## config.mk

```make
export PLATFORM = sky130hd
export DESIGN_NAME = ram_arbiter
export DESIGN_NICKNAME = d
export VERILOG_FILES = /design/src/rtl/ram_arbiter.sv
export SDC_FILE = /design/constraint.sdc
export NUM_CORES = 1
export LEC_CHECK = 0
export BUFFER_PORTS_ARGS = -buffer_cell sky130_fd_sc_hd__buf_2
export CORE_ASPECT_RATIO = 0.6
export CORE_UTILIZATION = 34
export CTS_CLUSTER_SIZE = 25
export DETAILED_ROUTE_END_ITERATION = 6
export PLACE_DENSITY = 0.82
export SLEW_MARGIN = 15
export SYNTH_ARGS = -nofsm -noshare
export SYNTH_HDL_FRONTEND = slang
export SYNTH_SLANG_ARGS = --single-unit
```

## constraint.sdc

```tcl
create_clock -name clk -period 1.8 [get_ports clk]
set_input_delay 0.36 -clock clk [delete_from_list [all_inputs] [get_ports clk]]
set_output_delay 0.36 -clock clk [all_outputs]
set_load 0.02 [all_outputs]
```

## src/rtl/ram_arbiter.sv

```systemverilog
// Two-requester round-robin front end for a simple dual-port RAM with a 1-cycle registered read.
// Zero-fills the RAM after reset, then serves one read or write per cycle.
module ram_arbiter #(
  parameter int unsigned D_WIDTH = 16,
  parameter int unsigned A_WIDTH = 5
) (
  input  logic               clk,
  input  logic               rst,
  output logic               init_done,
  input  logic               req0_valid,
  output logic               req0_ready,
  input  logic               req0_we,
  input  logic [A_WIDTH-1:0] req0_addr,
  input  logic [D_WIDTH-1:0] req0_wdata,
  output logic               rsp0_valid,
  output logic [D_WIDTH-1:0] rsp0_rdata,
  input  logic               req1_valid,
  output logic               req1_ready,
  input  logic               req1_we,
  input  logic [A_WIDTH-1:0] req1_addr,
  input  logic [D_WIDTH-1:0] req1_wdata,
  output logic               rsp1_valid,
  output logic [D_WIDTH-1:0] rsp1_rdata,
  output logic [A_WIDTH-1:0] ram_address_write,
  output logic [D_WIDTH-1:0] ram_data_write,
  output logic               ram_write_enable,
  output logic [A_WIDTH-1:0] ram_address_read,
  input  logic [D_WIDTH-1:0] ram_data_read
);

  typedef enum logic {
    ST_INIT = 1'b0,
    ST_RUN  = 1'b1
  } state_t;

  localparam logic [A_WIDTH-1:0] CNT_LAST = '1;

  state_t             state_q, state_d;
  logic [A_WIDTH-1:0] cnt_q, cnt_d;
  logic               prio_q, prio_d;   // requester favoured on contention
  logic               rsp0_valid_q, rsp0_valid_d;
  logic               rsp1_valid_q, rsp1_valid_d;
  logic               gnt0, gnt1;

  always_ff @(posedge clk or posedge rst) begin
    if (rst) begin
      state_q      <= ST_INIT;
      cnt_q        <= '0;
      prio_q       <= 1'b0;
      rsp0_valid_q <= 1'b0;
      rsp1_valid_q <= 1'b0;
    end else begin
      state_q      <= state_d;
      cnt_q        <= cnt_d;
      prio_q       <= prio_d;
      rsp0_valid_q <= rsp0_valid_d;
      rsp1_valid_q <= rsp1_valid_d;
    end
  end

  always_comb begin
    state_d           = state_q;
    cnt_d             = cnt_q;
    prio_d            = prio_q;
    rsp0_valid_d      = 1'b0;
    rsp1_valid_d      = 1'b0;
    gnt0              = 1'b0;
    gnt1              = 1'b0;
    ram_write_enable  = 1'b0;
    ram_address_write = '0;
    ram_data_write    = '0;
    ram_address_read  = '0;

    case (state_q)
      ST_INIT: begin
        ram_write_enable  = 1'b1;
        ram_address_write = cnt_q;
        ram_data_write    = '0;
        cnt_d             = cnt_q + A_WIDTH'(1);
        if (cnt_q == CNT_LAST) begin
          state_d = ST_RUN;
        end
      end
      ST_RUN: begin
        // A lone requester always wins; on contention the favoured one wins.
        gnt0 = req0_valid & (~req1_valid | ~prio_q);
        gnt1 = req1_valid & (~req0_valid |  prio_q);
        if (gnt0) begin
          prio_d = 1'b1;
          if (req0_we) begin
            ram_write_enable  = 1'b1;
            ram_address_write = req0_addr;
            ram_data_write    = req0_wdata;
          end else begin
            ram_address_read = req0_addr;
            rsp0_valid_d     = 1'b1;
          end
        end else if (gnt1) begin
          prio_d = 1'b0;
          if (req1_we) begin
            ram_write_enable  = 1'b1;
            ram_address_write = req1_addr;
            ram_data_write    = req1_wdata;
          end else begin
            ram_address_read = req1_addr;
            rsp1_valid_d     = 1'b1;
          end
        end
      end
      default: begin
        state_d = ST_INIT;
      end
    endcase

    // Keep the RAM and requesters quiet while reset is held.
    if (rst) begin
      gnt0              = 1'b0;
      gnt1              = 1'b0;
      ram_write_enable  = 1'b0;
      ram_address_write = '0;
      ram_data_write    = '0;
      ram_address_read  = '0;
    end
  end

  assign req0_ready = gnt0;
  assign req1_ready = gnt1;
  assign init_done  = (state_q == ST_RUN);
  assign rsp0_valid = rsp0_valid_q;
  assign rsp1_valid = rsp1_valid_q;
  assign rsp0_rdata = ram_data_read;
  assign rsp1_rdata = ram_data_read;

endmodule

```

Word-level counts from Yosys, hierarchy flattened
Cells that the tools add are included.

word-level totals
  flip-flop bits (word level) = 9
  input bits = 64
  output and inout bits = 64
  logic and storage cells = 56

cells by class
  add/subtract/negate cells = 1
  equality and inequality tests = 1
  muxes and demuxes = 39
  bitwise operators = 8
  reductions and logical operators = 2

operator list
  kind                                          number
  two-way mux 16 bit                            5
  two-way mux 5 bit                             11
  one-hot mux 16 bit (2 select lines)           1
  two-way mux 1 bit                             20
  one-hot mux 5 bit (2 select lines)            1
  adder 5 x 1 -> 5 bit (second input constant)  1
  equality test 5 bit (second input constant)   1
  inverter 1 bit                                4
  AND 1 bit                                     2
  OR 1 bit                                      2
  one-hot mux 1 bit (2 select lines)            1
  AND reduction 2 bit                           1
  nonzero test 2 bit                            1

Logic depth before layout (Yosys ltp)
Gate-level depths: netlist of the first run.

  depth in word-level cells = 7
  depth in mapped cells = 5
  mapped depth without buffers = 4

Worst setup path before layout of the first run
OpenSTA, ideal clock, no wires.

  kind = register to output
  start = register state_q, in the netlist init_done
  end = output port ram_data_write[10]
  data arrival time = 1.389 ns
  data required time = 1.440 ns
  setup slack = 0.051 ns
  stages on the path, launching flop included = 5
  buffers on the path = 2
  cells stage by stage = dfrtp_1 buf_2 nand2_1 clkbuf_1 a21oi_1

between the ends
  cells in the longest elaborated chain, start to end = 3

RTL lines
  what                                     line  RTL
  start, declared                          38    state_t state_q, state_d;
  start signal, assigned                   53    state_q <= state_d;
  inverter 1 bit                           --
  one-hot mux 16 bit (2 select lines) (*)  74    case (state_q)
  two-way mux 16 bit (*)                   116   if (rst) begin
  end, declared                            25    output logic [D_WIDTH-1:0] ram_data_write,

Every way passes the cells marked *; elsewhere a longest branch is shown, timed or not.

Final worst setup path of the first run
  start = register prio_q
  end = output port ram_data_write[14]

between the ends
  cells in the longest elaborated chain, start to end = 6
  elaborated cells between the ends (all ways) = 9
  those cells by class = 4 x mux; 5 x bitwise

RTL lines
  what                                             line    RTL
  start, declared                                  40      logic prio_q, prio_d;
  start signal, assigned                           55      prio_q <= prio_d;
  OR 1 bit or inverter 1 bit (tied branches)       87, 86
  AND 1 bit or OR 1 bit (tied branches)            87, 86
  two-way mux 16 bit or AND 1 bit (tied branches)  98, 86
  two-way mux 16 bit (*)                           88      if (gnt0) begin
  one-hot mux 16 bit (2 select lines) (*)          74
  two-way mux 16 bit (*)                           116

Marked as above.

==> out/results.txt, run 1 <==
Timing analysis after detailed placement gives a worst setup slack of 0.0565 ns. In this run the vertical extent of the chip is 46.2 um. The average instance area after synthesis was 7.18 um2; the number of nets in the layout was 274. Counting both buffers and inverters, the worst setup path holds a total of 2. The post-synthesis adder-cell area fraction is 0.0226.

For the final wirelength, the log shows 3570 um. Along the worst path, the maximum fanout reaches 7. The post-route worst setup slack is -0.0443 ns. The number of clock sinks was 9; the standard cell area after detailed placement was 0.00132 mm2. The detailed router finished its first iteration with 81 violations. The wire-length estimate of the detail-placed layout is 2600 um. The logs give 0.197 for the all-layer global routing usage and 1.44 ns for the required time reported for the critical path endpoint. In the synthesized netlist, the number of instances is 154. Clock-pin slew was measured on the worst setup and hold paths at 0.05 ns. Share of cells above drive strength 1: 0.541.

The number of buffers created by CTS is 3. The run finished, with violations left. Entering global routing, the biggest net connects 18 pins. Summed over all layers, the global routing overflow is 0. The finished cells cover 0.00153 mm2.

The count of endpoints failing hold in the final timing report is 0. For the number of buffers inserted by hold repair at cts, the log shows 0. Summing every instance area after synthesis gives 0.00111 mm2. The worst ir drop on vdd was 254 uV. The clock root buffer master is clkbuf_8. At the pin with the least slew margin, the transition time is 0.610 ns.

The via count of the first global-routing pass was 1,027. The average detailed-routed wire length per instance came out at 14.3 um. Commonest register cell after synthesis: dfrtp_1. The number of vias after detailed routing came out at 1,302. TritonCTS built the clock tree.

The leakage dissipation was 0.773 nW; the number of maximum-capacitance constraint violations was 0. Walking the worst path, the cells encountered are a21boi_4 -> buf_4 -> nand3_1 -> a21oi_1 -> buf_4. The run gives 0.00452 ns as the maximum clock skew at final layout.

The checks that failed: negative setup slack. The tools report the kind of capture point of the worst setup path as an output port. On the worst path, the slowest cell contributes a delay of 0.43 ns. The cell that appears most often on the critical path is buf_4.

The logs give 0.24 ns for the worst-skew pair later-pin latency and 627 um2 for the area of the multi-input gates. The effective utilization at floorplan is 0.371, and the total I/O pin count is 128. In the post-synthesis netlist, the biggest area contributors are buf_4 (24%), dfrtp_1 (20%), nand3_1 (14%).

The shortest period the worst path allows was 1.84 ns. For the data arrival time of the critical path, the log shows 1.48 ns. Setup violations remaining at the end of the flow were counted as 12. In this run, distinct cell masters in the synthesized netlist total 24. The flip-flop and latch count after synthesis is 9, and the initial antenna violation count is 0. The family of cells with the greatest summed delay on the critical path is flip-flops. The remaining number of nets flagged by the antenna check after routing is 0, and the share of the clock period used by the worst path after layout is 1.02. Across the whole layout, storage elements account for 228 um2.

The die footprint was 0.00349 mm2; the async set-reset flop share out of synthesis was 1.00. The final hold slack was 0.166 ns. The first global-routing pass estimated 4950 um of wire. Startpoint type of the worst setup path: a register. Max-slew violation count: 0. The share of Yosys cell area claimed by the top area cell type came out at 0.238.

The cell type with the largest total area after synthesis is buf_4. Final weighted congestion of routability-driven global placement: 0.864. Mux contribution to synthesized area: 0.0204. Post-synthesis share of cell area spent on xor and xnor gates: 0.0238. The share of synthesized cell area in and, or, nand and nor gates came out at 0.277.

Among all stages on the critical path, the largest delay is contributed by dfrtp_2. The tools report the row count as 15. The worst slew margin relative to its limit was 0.592; the number of flops mapped to enable cells by yosys was 0.

The number of nets handed over by synthesis was 220. For the timing-limited maximum frequency, the log shows 542 MHz. Yosys instantiated no cell more often than buf_4. The first-pass detailed-route iteration total was 4; the post-detailed-route DRC marker count was 0. The finished layout holds 249 standard cells, fillers aside. In this run the horizontal extent of the chip is 75.6 um. The critical path starts at prio_q. The number of antenna diodes in the final layout is 0. The clock passes through at most 2 buffers. The area growth from synthesis to layout is 37.9%. The number of placed instances, taps included, is 242.

The run gives 0.511 as the end-of-flow core utilization. Setup repair after global routing could not meet its margin everywhere. The type of the tightest min-delay check is input pin to async pin.

The power density normalized to cell area was 499 mW/mm2. The core region is 0.00298 mm2. In this run the tool buffered the top-level ports with 79 buffer cells.

The share of the synthesized area in compound gates (AO/OA/AOI/OAI) is 0.173. Start of the worst register-to-register path: cnt_q[0]. Average via count per standard cell: 5.23. By area, the combinational part of the netlist is dominated by buffers and inverters. The sequential-to-total area share from yosys stat came out at 0.204. Fill cells in the final layout number 295.

For the number of levels in the clock H-tree, the log shows 1. The critical path is of the register to output port type. For the number of warning messages in the yosys log, the log shows 0. The commonest cells after synthesis are buf_4 (35), nand3_1 (32), nand2_1 (19), a21oi_1 (17), dfrtp_1 (9).
## power by group
part / switching, mW / internal [mW] / total, mW
clock: 0.0867 / 0.155 / 0.242
sequential: 0.00581 / 0.210 / 0.215
combinational: 0.171 / 0.133 / 0.304
total: 0.264 / 0.497 / 0.761
## cell type report
type | instances | share of cell area
sequential | 9 | 0.149
timing repair buffer | 91 | 0.371
tap | 42 | 0.0345
clock buffer | 4 | 0.0295
inverter | 2 | 0.00492
multi-input combinational | 101 | 0.411
## kinds of logic (layout without fill, tap and decap cells)
| kind of cell | after synthesis | count (layout) |
|---|---|---|
| AND/OR/NAND/NOR | 64 | 64 |
| buffers and inverters | 44 | 97 |
| AO/OA/AOI/OAI | 30 | 30 |
| flip-flops | 9 | 9 |
| XOR/XNOR | 3 | 3 |
| adder cells (fa/ha/maj) | 2 | 2 |
| multiplexers | 2 | 2 |
## per-layer routing
metal	track usage	wire length, um	vias to the layer above
li1	-	-	611
met1	0.273	1590	602
met2	0.271	1580	83
met3	0.0810	363	6
met4	0.0667	33	0
met5	0	0	-
## placed cells by master (no fill, tap or decap)
cell type  instances
nand2_2            2
nand3_2            1
and3_1             2
mux2_2             2
o221ai_1           3
nor2_1             2
ha_1               2
nand2_1           17
buf_4             29
clkbuf_8           3
clkbuf_1           1
nand2b_4           1
nor2_2             1
nand4_1            1
dfrtp_1            7
and2_1             2
nand3_1           31
buf_6              6
buf_2             56
a21oi_1           13
o221ai_2           2
dfrtp_2            2
xnor2_1            3
nand2b_1           1
nor2b_4            1
a21boi_4           1
nand3b_1           1
a31oi_1            2
inv_1              2
a21oi_2            4
o22ai_1            5
or2_2              1
## final timing paths
check                                      to  slack (ns)  cells after the start
setup / recovery           ram_data_write[14]       -0.04                      5
hold / removal                       cnt_q[4]        0.17                      3
setup reg to reg                     cnt_q[4]        0.33                      4
hold reg to reg                      cnt_q[3]        0.50                      1
max in group asynchronous              prio_q        1.49                      3
min in group clk                       prio_q        0.40                      2
## flip-flops by register name, indices dropped and copies added (netlist names)
register	cells
rsp0_valid	1
cnt_q	5
rsp1_valid	1
prio_q	1
init_done	1
## stage by stage
| step | power [mW] | TNS, ns |
|---|---|---|
| floorplan | 0.474 | 0 |
| global placement | 0.482 | 0 |
| detailed placement | 0.483 | 0 |
| CTS | 0.744 | -0.456 |
| global route | 0.809 | -2.30 |
| finish | 0.761 | -0.202 |
## worst reg2reg max path, cell delays in order (launching register included)
cell     delay (ns)
dfrtp_1        0.42
ha_1           0.23
and3_1         0.19
ha_1           0.27
mux2_2         0.25
## repair_timing
item                                    4_1_cts  5_1_grt
pin swaps                                     4        1
buffers inserted                              3        0
endpoints found under the setup margin       26       27
resized for setup                            16       28
Note: power is estimated with default switching activity, not from simulation.
==> run 2, diff against run 1 <==
Settings changed: TNS_END_PERCENT set to 50.
==> run 2 against run 1 <==
  * The run still ends with negative setup slack left
  * Hold slack about the same
  * Die area unchanged
  * Via count is 1.0% higher
  * Non-clock buffer count is the same
  * Critical path type unchanged
==> out/results.txt, run 2 (synthesized netlist as in run 1, its figures left out) <==
For the number of buffers on the longest clock path, the log shows 2 (unchanged). For the area inside the core boundary, the log shows 0.00298 mm2 (unchanged). The run gives 295 (unchanged) as the layout filler cell count. The logs give 0.34 ns (about the same) for the flop-to-flop setup slack and 0.00153 mm2 (+0.25%) for the finished layout cell area. The first-pass GRT wire length was 4950 um (unchanged); the synthesis-to-layout area growth was 38.2%. The all-layer global routing usage came out at 0.197 (unchanged). The shortest period the worst path allows is 1.84 ns (-0.00181 ns), and the share of cells above drive strength 1 is 0.546 (+0.00483).

The max-slew violation count is 0 (unchanged). Share of the clock period used by the worst path after layout: 1.02 (about the same). The library cells used most frequently in the layout, excluding fill and tap cells, are buf_2 (56), nand3_1 (31), buf_4 (29). The run gives 3570 um (-0.11%) as the final wirelength.

The width of the die is 75.6 um (unchanged). The run gives 249 (unchanged) as the final non-filler cell total. The average via count per standard cell is 5.28 (+1.0%). The run gives 0.579 (-0.0128) as the worst slew margin relative to its limit. The number of maximum-capacitance constraint violations was 0 (unchanged); the post-detailed-route DRC marker count was 0 (unchanged). The final antenna diode count is 0 (unchanged). The maximum clock skew at final layout is 0.00454 ns (+0.0000173 ns). STA classifies the critical path endpoint as an output port. The run finished, with violations left.

The tools report the remaining number of nets flagged by the antenna check after routing as 0 (unchanged). Standard cell area after detailed placement: 0.00132 mm2 (unchanged). The post-placement cell count was 242 (unchanged). The number of vias after detailed routing was 1,315 (+1.0%); the flip-flop count of the largest register, all copies and words added was 5 (unchanged). The logs give 2600 um (unchanged) for the half-perimeter wire length after placement and 1 (unchanged) for the number of levels in the clock H-tree. For the required time reported for the critical path endpoint, the log shows 1.44 ns (about the same).

The worst register-to-register path begins at cnt_q[0]. Vertical die dimension: 46.2 um (unchanged). Setup repair after global routing could not meet its margin everywhere. For the via count of the first global-routing pass, the log shows 1,027 (unchanged). The final reports fail on negative setup slack. The power density normalized to cell area came out at 497 mW/mm2 (-0.34%). The endpoint of the worst-slack reg-to-reg timing path is cnt_q[4]. The number of buffers inserted by port buffering is 79 (unchanged). The tools report the number of buffers inserted by hold repair at cts as 0 (unchanged).

The final weighted congestion of routability-driven global placement is 0.864 (unchanged). The count of endpoints failing hold in the final timing report is 0 (unchanged). TritonCTS built the clock tree. The row count came out at 15 (unchanged).

The timing-limited maximum frequency came out at 543 MHz (about the same). The logs give 9 (unchanged) for the number of clock sinks and 1.48 ns (about the same) for the data arrival time of the critical path. The DRC marker count from the first detailed-route iteration is 98 (+21%), and the total I/O pin count is 128 (unchanged).

The post-route worst setup slack was -0.0425 ns (+0.00181 ns). The startpoint type of the worst setup path is a register. The actual transition at the worst max-transition pin was 0.630 ns (+0.0192 ns).

The most common cell after layout, fill and taps aside is buf_2. The effective utilization at floorplan is 0.371 (unchanged). Average detailed-routed wire length per instance: 14.3 um (-0.11%). The type of the tightest min-delay check is input pin to async pin. The initial antenna violation count is 0 (unchanged), and the end-of-flow core utilization is 0.512 (+0.00126). The maximum fanout along the worst path is 7 (unchanged). The type of the setup path with the least slack is register to output port.

For the worst ir drop on vdd, the log shows 252 uV (-0.90%). The logs give 4 (unchanged) for the first-pass detailed-route iteration total and 0 (unchanged) for the leftover overflow at the end of global routing. The worst-skew pair later-pin latency was 0.24 ns (about the same); the leakage dissipation was 0.773 nW (about the same). The number of buffers created by CTS was 3 (unchanged); the number of nets in the layout was 274 (unchanged).

The clock root buffer master is clkbuf_8. The largest register by flop count was cnt_q. The final number of setup-violating endpoints is 11 (-1).

The maximum number of pins on one net before global-route repair is 18 (unchanged). Die footprint: 0.00349 mm2 (unchanged). The clock transition at the register clock pins on the worst setup and hold paths after CTS is 0.05 ns (about the same).

The worst-case reg-to-reg path depth is 4 (unchanged).
==> run 2: routing by layer <==
layer  vias to the layer above  global-route usage  part of all wire
met5                         -                   0                 0
met4                         0              0.0667            0.0087
met3                         6              0.0810              0.10
met2                        84               0.271              0.45
met1                       613               0.273              0.44
li1                        612                   -                 -
==> run 2: timing repair <==
item                       in CTS  in global routing
pin swaps                       4                  1
gates resized for setup        16                 29
buffers inserted                3                  0
setup endpoints to repair      26                 27
==> run 2: worst max path at each step <==
| stage | startpoint | to | slack [ns] |
|---|---|---|---|
| finish | prio_q | ram_data_write[14] | -0.04 |
| global route | init_done | ram_data_write[10] | -0.14 |
| CTS | prio_q | ram_data_write[11] | -0.04 |
| detailed placement | init_done | ram_address_write[2] | 0.06 |
| global placement | init_done | ram_address_write[3] | 0.05 |
| floorplan | init_done | ram_data_write[10] | 0.05 |
==> run 2: cell type report <==
cell class | count | area, um2 | area share
Tap cell | 42 | 52.6 | 0.0344
Inverter | 2 | 7.51 | 0.00491
Multi-Input combinational cell | 101 | 631 | 0.412
Clock buffer | 4 | 45.0 | 0.0295
Timing Repair Buffer | 91 | 566 | 0.370
Sequential cell | 9 | 228 | 0.149
==> run 2: per-stage QoR <==
step                      total power [mW]  setup slack, ns  hold slack [ns]  TNS, ns
after global placement               0.482           0.0465            0.391        0
after floorplan                      0.474           0.0508            0.196        0
after detailed placement             0.483           0.0565            0.396        0
after global routing                 0.810           -0.139            0.185    -2.31
after CTS                            0.744          -0.0423            0.146   -0.456
final                                0.761          -0.0425            0.166   -0.201
==> run 2: power by group <==
part           internal, mW  switching [mW]
sequential            0.210         0.00580
clock                 0.155          0.0858
combinational         0.133           0.171
==> run 2: worst max-delay path: stages, from the launching register on <==
cell and delay, ns:
dfrtp_2 0.43, a21boi_4 0.20, buf_4 0.19, nand3_1 0.08
a21oi_1 0.16, buf_4 0.18
